`src/rtl/serial_chunk_adder_if.sv`:
```
`default_nettype none
// ============================================================================
// Module      : serial_chunk_adder_if
// Description : Request/result bundle for serial_chunk_adder. The master side
//               issues a start with operands; the slave side returns the sum,
//               carry-out and the busy/done status.
//               Optional macro ADDER_OVF_EN adds the signed-overflow flag ovf.
// Revision    : 1.0 - initial release
// ============================================================================
interface serial_chunk_adder_if #(
  parameter int WIDTH = 16
) ();

  logic             start;
  logic             sub;
  logic [WIDTH-1:0] a;
  logic [WIDTH-1:0] b;
  logic             cin;
  logic [WIDTH-1:0] sum;
  logic             cout;
  logic             busy;
  logic             done;
`ifdef ADDER_OVF_EN
  logic             ovf;

  modport master (
    output start, sub, a, b, cin,
    input  sum, cout, busy, done, ovf
  );

  modport slave (
    input  start, sub, a, b, cin,
    output sum, cout, busy, done, ovf
  );
`else
  modport master (
    output start, sub, a, b, cin,
    input  sum, cout, busy, done
  );

  modport slave (
    input  start, sub, a, b, cin,
    output sum, cout, busy, done
  );
`endif

endinterface : serial_chunk_adder_if
`default_nettype wire

```
`src/rtl/serial_chunk_adder.sv`:
```
`default_nettype none
// ============================================================================
// Module      : serial_chunk_adder
// Description : Multi-cycle adder/subtractor. Operands are captured on start
//               and added CHUNK bits per clock, least significant chunk first,
//               with the inter-chunk carry held in a register. A one-cycle
//               done pulse marks a valid result; sum/cout hold until the next
//               accepted start.
//               Optional macro ADDER_OVF_EN adds a signed-overflow output.
// Revision    : 1.0 - initial release
// ============================================================================
module serial_chunk_adder #(
  parameter int WIDTH = 16,
  parameter int CHUNK = 4
) (
  input  logic                 clk,
  input  logic                 rst_n,
  serial_chunk_adder_if.slave  bus
);

  localparam int N     = WIDTH / CHUNK;
  localparam int CNT_W = (N > 1) ? $clog2(N) : 1;
  localparam logic [CNT_W-1:0] LAST_CNT = CNT_W'(N - 1);

  typedef enum logic [1:0] {
    IDLE = 2'd0,
    RUN  = 2'd1,
    DONE = 2'd2
  } state_t;

  state_t             state_q;
  logic [WIDTH-1:0]   a_q;
  logic [WIDTH-1:0]   b_q;        // already inverted for subtraction
  logic               carry_q;
  logic [CNT_W-1:0]   cnt_q;
  logic [WIDTH-1:0]   sum_q;
  logic               cout_q;
  logic               busy_q;
  logic               done_q;

  // Current chunk slice and its partial sum
  logic [CHUNK-1:0]   chunk_a;
  logic [CHUNK-1:0]   chunk_b;
  logic [CHUNK-1:0]   chunk_sum_d;
  logic               carry_d;

  // Select the active chunk and add it with the registered carry only, so no
  // carry path ever spans two chunks combinationally
  always_comb begin
    chunk_a = a_q[cnt_q*CHUNK +: CHUNK];
    chunk_b = b_q[cnt_q*CHUNK +: CHUNK];
    {carry_d, chunk_sum_d} = {1'b0, chunk_a} + {1'b0, chunk_b}
                           + {{CHUNK{1'b0}}, carry_q};
  end

`ifdef ADDER_OVF_EN
  logic ovf_q;
  logic msb_cin;      // carry into the top bit of the current chunk
  logic ovf_d;

  generate
    if (CHUNK == 1) begin : g_msb_single
      assign msb_cin = carry_q;
    end else begin : g_msb_multi
      logic [CHUNK-1:0] low_sum;
      assign low_sum = {1'b0, chunk_a[CHUNK-2:0]}
                     + {1'b0, chunk_b[CHUNK-2:0]}
                     + {{(CHUNK-1){1'b0}}, carry_q};
      assign msb_cin = low_sum[CHUNK-1];
    end
  endgenerate

  // Signed overflow is meaningful only on the last chunk, where the top bit of
  // the chunk is bit WIDTH-1 of the result
  assign ovf_d = msb_cin ^ carry_d;
`endif

  // Control FSM with all datapath registers and registered outputs
  always_ff @(posedge clk or negedge rst_n) begin
    if (!rst_n) begin
      state_q <= IDLE;
      a_q     <= '0;
      b_q     <= '0;
      carry_q <= 1'b0;
      cnt_q   <= '0;
      sum_q   <= '0;
      cout_q  <= 1'b0;
      busy_q  <= 1'b0;
      done_q  <= 1'b0;
`ifdef ADDER_OVF_EN
      ovf_q   <= 1'b0;
`endif
    end else begin
      case (state_q)
        IDLE: begin
          if (bus.start) begin
            // Subtraction is a + ~b + 1, so the carry-in is forced high
            a_q     <= bus.a;
            b_q     <= bus.b ^ {WIDTH{bus.sub}};
            carry_q <= bus.sub ? 1'b1 : bus.cin;
            cnt_q   <= '0;
            sum_q   <= '0;
            busy_q  <= 1'b1;
            state_q <= RUN;
          end
        end

        RUN: begin
          sum_q[cnt_q*CHUNK +: CHUNK] <= chunk_sum_d;
          carry_q <= carry_d;
          if (cnt_q == LAST_CNT) begin
            cnt_q   <= '0;
            cout_q  <= carry_d;
`ifdef ADDER_OVF_EN
            ovf_q   <= ovf_d;
`endif
            done_q  <= 1'b1;
            state_q <= DONE;
          end else begin
            cnt_q   <= cnt_q + 1'b1;
          end
        end

        DONE: begin
          // Start is not sampled here; back-to-back requests land in IDLE
          done_q  <= 1'b0;
          busy_q  <= 1'b0;
          state_q <= IDLE;
        end

        default: begin
          done_q  <= 1'b0;
          busy_q  <= 1'b0;
          state_q <= IDLE;
        end
      endcase
    end
  end

  assign bus.sum  = sum_q;
  assign bus.cout = cout_q;
  assign bus.busy = busy_q;
  assign bus.done = done_q;
`ifdef ADDER_OVF_EN
  assign bus.ovf  = ovf_q;
`endif

endmodule : serial_chunk_adder
`default_nettype wire
```
`src/flat_wrapper.sv`:
```
// flat-port wrapper written by rule: the top's interface ports become plain ports
module serial_chunk_adder_flat 
#(
  parameter int WIDTH = 16,
  parameter int CHUNK = 4
)
  (clk, rst_n, bus_start, bus_sub, bus_a, bus_b, bus_cin, bus_sum, bus_cout, bus_busy, bus_done);
  serial_chunk_adder_if #(.WIDTH(WIDTH)) bus_i ();
  input  logic clk;
  input  logic rst_n;
  input wire logic [$bits(bus_i.start)-1:0] bus_start;
  input wire logic [$bits(bus_i.sub)-1:0] bus_sub;
  input wire logic [$bits(bus_i.a)-1:0] bus_a;
  input wire logic [$bits(bus_i.b)-1:0] bus_b;
  input wire logic [$bits(bus_i.cin)-1:0] bus_cin;
  output wire logic [$bits(bus_i.sum)-1:0] bus_sum;
  output wire logic [$bits(bus_i.cout)-1:0] bus_cout;
  output wire logic [$bits(bus_i.busy)-1:0] bus_busy;
  output wire logic [$bits(bus_i.done)-1:0] bus_done;
  assign bus_i.start = bus_start;
  assign bus_i.sub = bus_sub;
  assign bus_i.a = bus_a;
  assign bus_i.b = bus_b;
  assign bus_i.cin = bus_cin;
  assign bus_sum = bus_i.sum;
  assign bus_cout = bus_i.cout;
  assign bus_busy = bus_i.busy;
  assign bus_done = bus_i.done;
  serial_chunk_adder #(.WIDTH(WIDTH), .CHUNK(CHUNK)) u_core (.clk(clk), .rst_n(rst_n), .bus(bus_i));
endmodule
```
`config.mk`:
```
export PLATFORM = sky130hd
export DESIGN_NAME = serial_chunk_adder_flat
export DESIGN_NICKNAME = d
export VERILOG_FILES = /design/src/rtl/serial_chunk_adder_if.sv /design/src/rtl/serial_chunk_adder.sv /design/src/flat_wrapper.sv
export SDC_FILE = /design/constraint.sdc
export NUM_CORES = 1
export LEC_CHECK = 0
export ABC_AREA = 0
export CAP_MARGIN = 20
export CORE_UTILIZATION = 50
export DETAILED_ROUTE_END_ITERATION = 6
export PLACE_DENSITY_LB_ADDON = 0.05
export SLEW_MARGIN = 20
export SYNTH_ARGS = -nofsm -noshare
export SYNTH_HDL_FRONTEND = slang
export SYNTH_SLANG_ARGS = --single-unit
```
`constraint.sdc`:
```
create_clock -name clk -period 6.32 [get_ports clk]
set_input_delay 0.948 -clock clk [delete_from_list [all_inputs] [get_ports clk]]
set_output_delay 0.948 -clock clk [all_outputs]
set_load 0.02 [all_outputs]
```
==> metrics.yaml <==
cp.required_ns: 6.50
r2r_cells: 6
drtPass1Iterations: 4
routedWlPerCell_microns: 14.7
cp_max_fo: 15
antenna_found_initial: 0
synth_top_family_by_area: "multiplexers"
avgSynthCellArea_sq_um: 13.1
final_nets: 307
cts_sinks: 56
grt_max_degree: 57
fin_area_sq_um: 3400
cp-start-kind: "flip-flop"
core_sq_um: 5170
grt_pass1_wl_mm: 8.36
io_pins: 56
maxCapViolCount: 0
ys_types: 34
gp_congestion: 0.743
fmax_mhz: 338
synthCells: 209
post_cts_buffers: 0
synth_edf_count: 0
rows: 26
fin_crit_ns: 2.96
yosys_warnings: 0
drt_iter0_drc: 68
worstHoldStart: "u_core.b_q[2]$_DFFE_PN0P_"
final_cell_mix: "dfrtp_1, clkdlybuf4s50_1, nand2_1"
yosys.area.top_type: "dfrtp_1"
synthAdderAreaFrac: 0.0468
power_density_nw_per_um2: 519
track_usage: 0.199
cts_hold_buf: 0
root_buffer: "clkbuf_8"
ant_nets: 0
regToRegSetupSlack_ns: 3.36
worst_slew_pin_slew_ns: 0.850
grt_setup_unrepaired: "no"
cts_resized: 0
grt-ovfl-total: 0
synth-seq-cells: 56
drcViolationCount: 0
timing.hold.ws_ns: 0.484
num_vias: 1727
cts_buffers: 5
cp-end-kind: "flip-flop"
final_common_cell: "dfrtp_1"
layout-drive-gt1-share: 0.149
tns_ns: 0
hold_path_class: "flip-flop to flip-flop"
diodes: 0
worstHoldEndpoint: "u_core.b_q[2]$_DFFE_PN0P_"
vias_per_cell: 5.20
synth-compound-area-share: 0.122
cts_tree: "done"
power.leakage_nw: 1.48
synthMuxAreaShare: 0.151
io_buffers: 55
arrival_ns: 3.14
hold_path_depth: 2
path_clk_slew_ns: 0.10
synth_xor_area_frac: 0.0546
drt_wl_total_mm: 4.88
synth_top_area_share: 0.514
insertion_delay_ns: 0.32
skew_ns: 0.0111
synth-simple-area-share: 0.0826
place_area_sq_um: 3310
async_flop_share: 1.00
synth_area_leaders: "dfrtp_1, mux2_4, mux4_2"
die_area_sq_um: 5750
grt_pass1_vias: 1679
synth_fp_nets: 255
crit_type: "flip-flop to flip-flop"
relSlewSlack: 0.431
status: "completed"
cts_max_level: 2
die_h_microns: 75.9
clock_path_buffers: 2
synth_area_sq_um: 2730
fp.dieW_microns: 75.9
setup_viol: 0
yosysSeqAreaShare: 0.514
start_util: 0.527
hold_violations: 0
synthFlopType: "dfrtp_1"
dp_hpwl_mm: 3.55
syn_to_final_growth_pct: 24.5
ir_drop_uv: 220
slew_violations: 0
rr_endpoint: "u_core.carry_q$_DFFE_PN0P_"
timing.rr.start: "u_core.cnt_q[0]$_DFFE_PN0P_"
period_share: 0.469
[through the flow]
| step | setup slack (ns) | util | power, mW | instances |
|---|---|---|---|---|
| 6_report | 3.36 | 0.657 | 1.76 | 332 |
| 2_1_floorplan | 3.62 | - | 1.31 | 209 |
| 5_1_grt | 3.14 | 0.657 | 1.91 | 332 |
| 3_5_place_dp | 3.33 | 0.639 | 1.59 | 324 |
| 4_1_cts | 3.32 | 0.657 | 1.78 | 332 |
| 3_3_place_gp | 3.38 | 0.639 | 1.56 | 324 |
[state kept, by name (all words and copies together) (netlist names)]
signal and cells:
u_core.bus.busy 1, u_core.bus.cout 1, u_core.carry_q 1, u_core.b_q 16, u_core.state_q 2, u_core.a_q 16, u_core.bus.sum 16, u_core.bus.done 1
u_core.cnt_q 2
[critical path: stages (launching register included)]
cell	delay, ns
dfrtp_1	0.85
mux4_2	0.61
fa_1	0.45
fa_1	0.42
a21o_1	0.19
a21oi_1	0.19
o221ai_1	0.13
[cells by family after synthesis]
family          count (synthesis)
buf+inv                        15
xor+xnor                       17
fa+ha+maj                       9
compound gates                 48
mux                            24
flops                          56
simple gates                   40
[worst max-delay path by stage]
stage	cells past startpoint	endpoint	slack [ns]	startpoint
global route	6	u_core.carry_q$_DFFE_PN0P_	3.14	u_core.cnt_q[0]$_DFFE_PN0P_
floorplan	7	u_core.carry_q$_DFFE_PN0P_	3.62	u_core.cnt_q[0]$_DFFE_PN0P_
global placement	6	u_core.carry_q$_DFFE_PN0P_	3.38	u_core.cnt_q[0]$_DFFE_PN0P_
detailed placement	6	u_core.carry_q$_DFFE_PN0P_	3.33	u_core.cnt_q[0]$_DFFE_PN0P_
CTS	6	u_core.carry_q$_DFFE_PN0P_	3.32	u_core.cnt_q[0]$_DFFE_PN0P_
finish	6	u_core.carry_q$_DFFE_PN0P_	3.36	u_core.cnt_q[0]$_DFFE_PN0P_
[where the power goes]
| part | total [mW] | internal, mW | switching, mW |
|---|---|---|---|
| sequential | 0.646 | 0.518 | 0.129 |
| combinational | 0.922 | 0.468 | 0.454 |
| clock | 0.196 | 0.0791 | 0.117 |
[cell type report]
class | count | area, sq um
clock buffer | 6 | 72.6
clock inverter | 2 | 16.3
fill | 394 | 1780
inverter | 3 | 11.3
multi-input combinational | 138 | 1250
sequential | 56 | 1400
tap | 70 | 87.6
timing repair buffer | 57 | 561
[cells in the mapped netlist, drive strengths merged (2+ instances only)]
cell    number
clkbuf       3
mux2        16
a21o         5
nand3        3
dfrtp       56
or3b         2
fa           2
nand2b       2
a21oi        5
nand2       21
inv          3
a32o         4
o21ai       17
ha           7
o31ai        2
buf          9
a22o        12
mux4         8
xnor2       16
nor2         5
[layer usage]
metal / global-route usage / wire, microns / vias to the layer above
met5: 0 / 0 / -
met2: 0.295 / 2290 / 46
li1: - / - / 849
met1: 0.288 / 2340 / 827
met4: 0.0679 / 68 / 0
met3: 0.0476 / 181 / 5
No activity file was read; power rests on OpenSTA's default activity.
